==> config.mk <==
export PLATFORM = sky130hd
export DESIGN_NAME = mod_up_counter
export DESIGN_NICKNAME = d
export VERILOG_FILES = /design/src/rtl/mod_up_counter.sv
export SDC_FILE = /design/constraint.sdc
export NUM_CORES = 1
export LEC_CHECK = 0
export CAP_MARGIN = 30
export CORE_AREA = 2 2 39 41
export CTS_BUF_LIST = sky130_fd_sc_hd__clkbuf_4
export CTS_CLUSTER_SIZE = 10
export DETAILED_ROUTE_END_ITERATION = 8
export DIE_AREA = 0 0 41 43
export GPL_TIMING_DRIVEN = 0
export PLACE_DENSITY = 0.72
export SLEW_MARGIN = 20
export SYNTH_ARGS = -nofsm -noshare
export SYNTH_HDL_FRONTEND = slang
export SYNTH_SLANG_ARGS = --single-unit
==> constraint.sdc <==
create_clock -name clk -period 2.05 [get_ports clk]
set_input_delay 0.205 -clock clk [delete_from_list [all_inputs] [get_ports clk]]
set_output_delay 0.205 -clock clk [all_outputs]
set_load 0.005 [all_outputs]
==> src/rtl/mod_up_counter.sv <==
// Loadable up counter with a runtime-programmable terminal value: wraps to 0 or
// holds at the limit, with a terminal-count output, a one-cycle wrap pulse and a sticky overflow flag.
module mod_up_counter #(
  parameter int WIDTH = 4
) (
  input  logic             clk,
  input  logic             reset,
  input  logic             clr_i,
  input  logic             en_i,
  input  logic             load_i,
  input  logic [WIDTH-1:0] load_val_i,
  input  logic [WIDTH-1:0] limit_i,
  input  logic             sat_mode_i,
  input  logic             ovf_clr_i,
  output logic [WIDTH-1:0] q_o,
  output logic             tc_o,
  output logic             wrap_o,
  output logic             ovf_o
);

  logic [WIDTH-1:0] q_q, q_d;
  logic             wrap_q, wrap_d;
  logic             ovf_q, ovf_d;
  logic             at_limit;
  logic             set_evt;

  // q >= limit also covers values loaded above the limit, so q+1 never overflows.
  assign at_limit = (q_q >= limit_i);

  always_comb begin
    q_d     = q_q;
    wrap_d  = 1'b0;
    set_evt = 1'b0;
    if (clr_i) begin
      q_d = '0;
    end else if (load_i) begin
      q_d = load_val_i;
    end else if (en_i) begin
      if (!at_limit) begin
        q_d = q_q + 1'b1;
      end else begin
        set_evt = 1'b1;
        if (!sat_mode_i) begin
          q_d    = '0;
          wrap_d = 1'b1;
        end
      end
    end
    // A set event on the same edge as ovf_clr leaves the flag set.
    ovf_d = set_evt | (ovf_q & ~ovf_clr_i);
  end

  always_ff @(posedge clk or posedge reset) begin
    if (reset) begin
      q_q    <= '0;
      wrap_q <= 1'b0;
      ovf_q  <= 1'b0;
    end else begin
      q_q    <= q_d;
      wrap_q <= wrap_d;
      ovf_q  <= ovf_d;
    end
  end

  assign q_o    = q_q;
  assign tc_o   = at_limit;
  assign wrap_o = wrap_q;
  assign ovf_o  = ovf_q;

endmodule

==> metrics.txt <==
# TYPE chip_impl_metric gauge
chip_impl_metric{name="fp.dieArea",unit="sq um"} 1763
chip_impl_info{name="endpoint_kind",value="flip-flop"} 1
chip_impl_metric{name="via_count",unit=""} 488
chip_impl_info{name="timing.critical_path.from",value="q_o[1]"} 1
chip_impl_metric{name="grt_pass1_vias",unit=""} 480
chip_impl_metric{name="synthesis.instances",unit=""} 52
chip_impl_metric{name="final_critical_path_time_including_i_o_delays_and_setup",unit="ns"} 1.867
chip_impl_metric{name="total_wirelength",unit="microns"} 1168
chip_impl_metric{name="final.period_utilization",unit="%"} 91.05
chip_impl_metric{name="use_met1",unit="%"} 20.52
chip_impl_metric{name="synth_compound_gate_area_share",unit="%"} 30.26
chip_impl_info{name="timing.critical_path.cells",value="ha_1 > o211ai_2 > buf_4 > o211ai_1 > and2_1 > a22o_1"} 1
chip_impl_metric{name="route.detailed.vias_per_inst",unit=""} 5.191
chip_impl_info{name="cts_tree",value="done"} 1
chip_impl_metric{name="netlist_area",unit="sq um"} 488.0
chip_impl_metric{name="max_incr_delay_on_cp",unit="ns"} 0.44
chip_impl_metric{name="worstSetupPathDepth",unit=""} 6
chip_impl_metric{name="dpl-instance-area",unit="sq um"} 718.2
chip_impl_metric{name="placed_instances",unit=""} 89
chip_impl_metric{name="synth-simple-area-share",unit="%"} 18.97
chip_impl_metric{name="cts_hold_buffers",unit=""} 0
chip_impl_info{name="crit_family",value="compound AO/OA/AOI/OAI gates"} 1
chip_impl_metric{name="grt.met2_usage",unit="%"} 23.44
chip_impl_metric{name="globalplace.congestion",unit=""} 0.7598
chip_impl_info{name="clockRootBuffer",value="sky130_fd_sc_hd__clkbuf_4"} 1
chip_impl_metric{name="antenna_violation_net_count_after_detailed_routing",unit=""} 0
chip_impl_info{name="crit-reg2reg-launch",value="q_o[1]"} 1
chip_impl_metric{name="irDropWorstVdd",unit="uV"} 297.8
chip_impl_metric{name="nNetsFinal",unit=""} 100
chip_impl_metric{name="synthesis.area_per_instance",unit="sq um"} 9.384
chip_impl_info{name="worst_hold_path_type",value="in -> async"} 1
chip_impl_info{name="final_common_cell",value="sky130_fd_sc_hd__clkdlybuf4s50_1"} 1
chip_impl_metric{name="cp.required",unit="ns"} 2.17
chip_impl_info{name="dominant_combinational_cell_family_by_area_after_synthesis",value="compound AO/OA/AOI/OAI gates"} 1
chip_impl_metric{name="critPathMaxFanout",unit=""} 5
chip_impl_info{name="critPathCapture",value="q_o[1]"} 1
chip_impl_metric{name="mappedNetlistNets",unit=""} 72
chip_impl_metric{name="wl_per_cell",unit="microns"} 12.43
chip_impl_metric{name="timing.clock.skew",unit="ns"} 0.001495
chip_impl_metric{name="grt_antenna_before_repair",unit=""} 0
chip_impl_metric{name="maxCapViolCount",unit=""} 0
chip_impl_info{name="worst_flop_to_flop_path_endpoint",value="q_o[1]"} 1
chip_impl_metric{name="clk_path_buf_depth",unit=""} 2
chip_impl_metric{name="post-route-drc-count",unit=""} 0
chip_impl_metric{name="final_design_area_no_fill",unit="sq um"} 763.2
chip_impl_metric{name="io_pins",unit=""} 22
chip_impl_metric{name="synth.ff_latch_count",unit=""} 6
chip_impl_metric{name="maxSlewHeadroom",unit="%"} 71.82
chip_impl_info{name="crit_type",value="reg -> reg"} 1
chip_impl_metric{name="setup_viol_count_final",unit=""} 0
chip_impl_info{name="run_status",value="finished clean"} 1
chip_impl_metric{name="drt-pass1-iter-count",unit=""} 4
chip_impl_metric{name="initial_core_util",unit="%"} 35.26
chip_impl_metric{name="reg2regPathDepth",unit=""} 6
chip_impl_metric{name="chip_width",unit="microns"} 41
chip_impl_metric{name="layout-drive-gt1-share",unit="%"} 16.67
chip_impl_metric{name="yosys_warnings",unit=""} 0
chip_impl_info{name="grt.busiest_layer",value="met2"} 1
chip_impl_metric{name="die_height",unit="microns"} 43
chip_impl_metric{name="global_route.usage.met3",unit="%"} 4.712
chip_impl_metric{name="yosysUniqueCellTypes",unit=""} 27
chip_impl_metric{name="numCtsBuffers",unit=""} 3
chip_impl_metric{name="tightest_slew",unit="ns"} 0.4228
chip_impl_metric{name="grt_pass1_wl",unit="microns"} 1876
chip_impl_metric{name="power_per_cell_area",unit="nW/um^2"} 511.8
chip_impl_metric{name="static_leakage",unit="nW"} 0.3366
chip_impl_metric{name="tritoncts_num_sinks",unit=""} 6
chip_impl_metric{name="hold_viol_final",unit=""} 0
chip_impl_metric{name="fillers",unit=""} 137
chip_impl_metric{name="overflow",unit=""} 0
chip_impl_metric{name="critical_path.n_buffers_inverters",unit=""} 1
chip_impl_info{name="timing.critical_path.from_type",value="flip-flop"} 1
chip_impl_info{name="layout_common_cells",value="20 x sky130_fd_sc_hd__clkdlybuf4s50_1, 6 x sky130_fd_sc_hd__inv_1, 5 x sky130_fd_sc_hd__nand2_1, 5 x sky130_fd_sc_hd__ha_1, 5 x sky130_fd_sc_hd__dfrtp_1"} 1
chip_impl_metric{name="core_area",unit="sq um"} 1384
chip_impl_metric{name="flow.area_growth_from_synthesis",unit="%"} 56.41
chip_impl_metric{name="placement_rows",unit=""} 14
chip_impl_metric{name="dpl.hpwl",unit="microns"} 914.4
chip_impl_metric{name="first_iter_violations",unit=""} 5
chip_impl_metric{name="muxShareOfSynthArea",unit="%"} 0
chip_impl_metric{name="regToRegSetupSlack",unit="ns"} 0.18
chip_impl_metric{name="grt_max_degree",unit=""} 11
chip_impl_metric{name="clock_latency",unit="ns"} 0.24
chip_impl_metric{name="n_antenna_cell",unit=""} 0
chip_impl_info{name="grt_setup_unrepaired",value="false"} 1
chip_impl_metric{name="synth_seq_area_share",unit="%"} 30.77
chip_impl_metric{name="critical_path_arrival",unit="ns"} 1.99
chip_impl_metric{name="synth_adder_area_share",unit="%"} 12.82
chip_impl_metric{name="portBuffers",unit=""} 21
chip_impl_metric{name="final_number_of_max_transition_violations",unit=""} 0
chip_impl_info{name="cpMaxStageDelayCell",value="sky130_fd_sc_hd__dfrtp_1"} 1
chip_impl_metric{name="stdcell_count",unit=""} 94
chip_impl_metric{name="peak_clock_frequency_supported_by_timing",unit="MHz"} 535.8
chip_impl_metric{name="clk_pin_slew_worst_paths",unit="ns"} 0.04
chip_impl_metric{name="grt_util_all_layers",unit="%"} 15.42
chip_impl_metric{name="cts_htree_levels",unit=""} 1
chip_impl_metric{name="post_synthesis_share_of_cell_area_spent_on_xor_and_xnor_gates",unit="%"} 1.795
==> worst min path at each step <==
stage | end | from | cells past startpoint
6_report | wrap_o | reset | 2
4_1_cts | q_o[1] | reset | 2
5_1_grt | q_o[3] | reset | 2
3_5_place_dp | wrap_o | reset | 2
3_3_place_gp | ovf_o | reset | 2
2_1_floorplan | ovf_o | reset | 1
==> sequential cells by signal, summed over array words and instances, names as in the netlist <==
signal and cells:
q_o 4, ovf_o 1, wrap_o 1
==> cells in the mapped netlist <==
| cell | instances | area share (%) |
|---|---|---|
| sky130_fd_sc_hd__o211ai_1 | 1 | 1.5 |
| sky130_fd_sc_hd__o211a_1 | 1 | 2.1 |
| sky130_fd_sc_hd__o21ai_2 | 1 | 1.8 |
| sky130_fd_sc_hd__o31ai_2 | 1 | 2.6 |
| sky130_fd_sc_hd__dfrtp_1 | 6 | 31 |
| sky130_fd_sc_hd__nor3b_4 | 1 | 3.8 |
| sky130_fd_sc_hd__clkbuf_1 | 1 | 0.77 |
| sky130_fd_sc_hd__inv_1 | 6 | 4.6 |
| sky130_fd_sc_hd__nand2_1 | 5 | 3.8 |
| sky130_fd_sc_hd__nor2_1 | 3 | 2.3 |
| sky130_fd_sc_hd__o32ai_1 | 1 | 1.8 |
| sky130_fd_sc_hd__o211ai_2 | 1 | 2.6 |
| sky130_fd_sc_hd__a21oi_2 | 1 | 1.8 |
| sky130_fd_sc_hd__o22a_2 | 1 | 2.1 |
| sky130_fd_sc_hd__o21ai_0 | 2 | 2.1 |
| sky130_fd_sc_hd__o31a_1 | 1 | 1.8 |
| sky130_fd_sc_hd__o2bb2a_4 | 1 | 4.1 |
| sky130_fd_sc_hd__a22o_1 | 2 | 3.6 |
| sky130_fd_sc_hd__nand3_1 | 3 | 3.1 |
| sky130_fd_sc_hd__nor3_1 | 2 | 2.1 |
| sky130_fd_sc_hd__nor2b_1 | 1 | 1.3 |
| sky130_fd_sc_hd__o31ai_1 | 1 | 1.5 |
| sky130_fd_sc_hd__and2_1 | 1 | 1.3 |
| sky130_fd_sc_hd__nand2b_1 | 1 | 1.3 |
| sky130_fd_sc_hd__xor2_1 | 1 | 1.8 |
| sky130_fd_sc_hd__ha_1 | 5 | 13 |
| sky130_fd_sc_hd__a21oi_1 | 1 | 1.0 |
==> routing by layer <==
| metal | up-vias | routed length [microns] |
|---|---|---|
| met2 | 14 | 591 |
| met5 | - | 0 |
| met4 | 0 | 0 |
| met3 | 0 | 43 |
| met1 | 230 | 533 |
| li1 | 244 | - |
==> cell families after synthesis <==
logic type                 count (synthesis)
AOI/OAI and AO/OA                         16
xor gates and xnor gates                   1
adders and majority gates                  5
buffers and inverters                      7
DFF                                        6
and+or+nand+nor                           17
==> metrics by stage <==
step / hold slack [ns] / setup slack, ns / power [mW] / TNS, ns / util (%)
after detailed placement: 0.4438 / -0.1616 / 0.2776 / -0.1616 / 51.90
after global routing: 0.2087 / 0.1120 / 0.4207 / 0 / 55.15
after CTS: 0.1881 / 0.1770 / 0.3956 / 0 / 55.15
final: 0.1823 / 0.1835 / 0.3906 / 0 / 55.15
after floorplan: -0.004041 / 0.3822 / 0.2108 / 0 / -
after global placement: 0.4327 / -0.1348 / 0.2747 / -0.1348 / 51.90
==> what timing repair did <==
item                                    in CTS  in global routing
buffers inserted                             2                  0
gates resized for setup                      3                  0
endpoints found under the setup margin       1                  0
==> area by class of cell <==
type / count / area [sq um] / share of cell area (%)
Multi-Input combinational cell: 39 / 319.1 / 41.80
Sequential cell: 6 / 151.4 / 19.84
Timing Repair Buffer: 23 / 224.0 / 29.34
Inverter: 6 / 22.52 / 2.951
Buffer: 1 / 3.754 / 0.4918
Clock buffer: 3 / 22.52 / 2.951
Tap cell: 16 / 20.02 / 2.623
==> report_power, final <==
| group | switching (mW) | internal (mW) | leakage (nW) | total, mW |
|---|---|---|---|---|
| registers | 0.0124 | 0.128 | 0.0794 | 0.140 |
| clock network | 0.0382 | 0.0659 | 0.0138 | 0.104 |
| logic | 0.0610 | 0.0855 | 0.243 | 0.147 |
| total | 0.112 | 0.279 | 0.337 | 0.391 |
No activity file was read; power rests on OpenSTA's default activity.
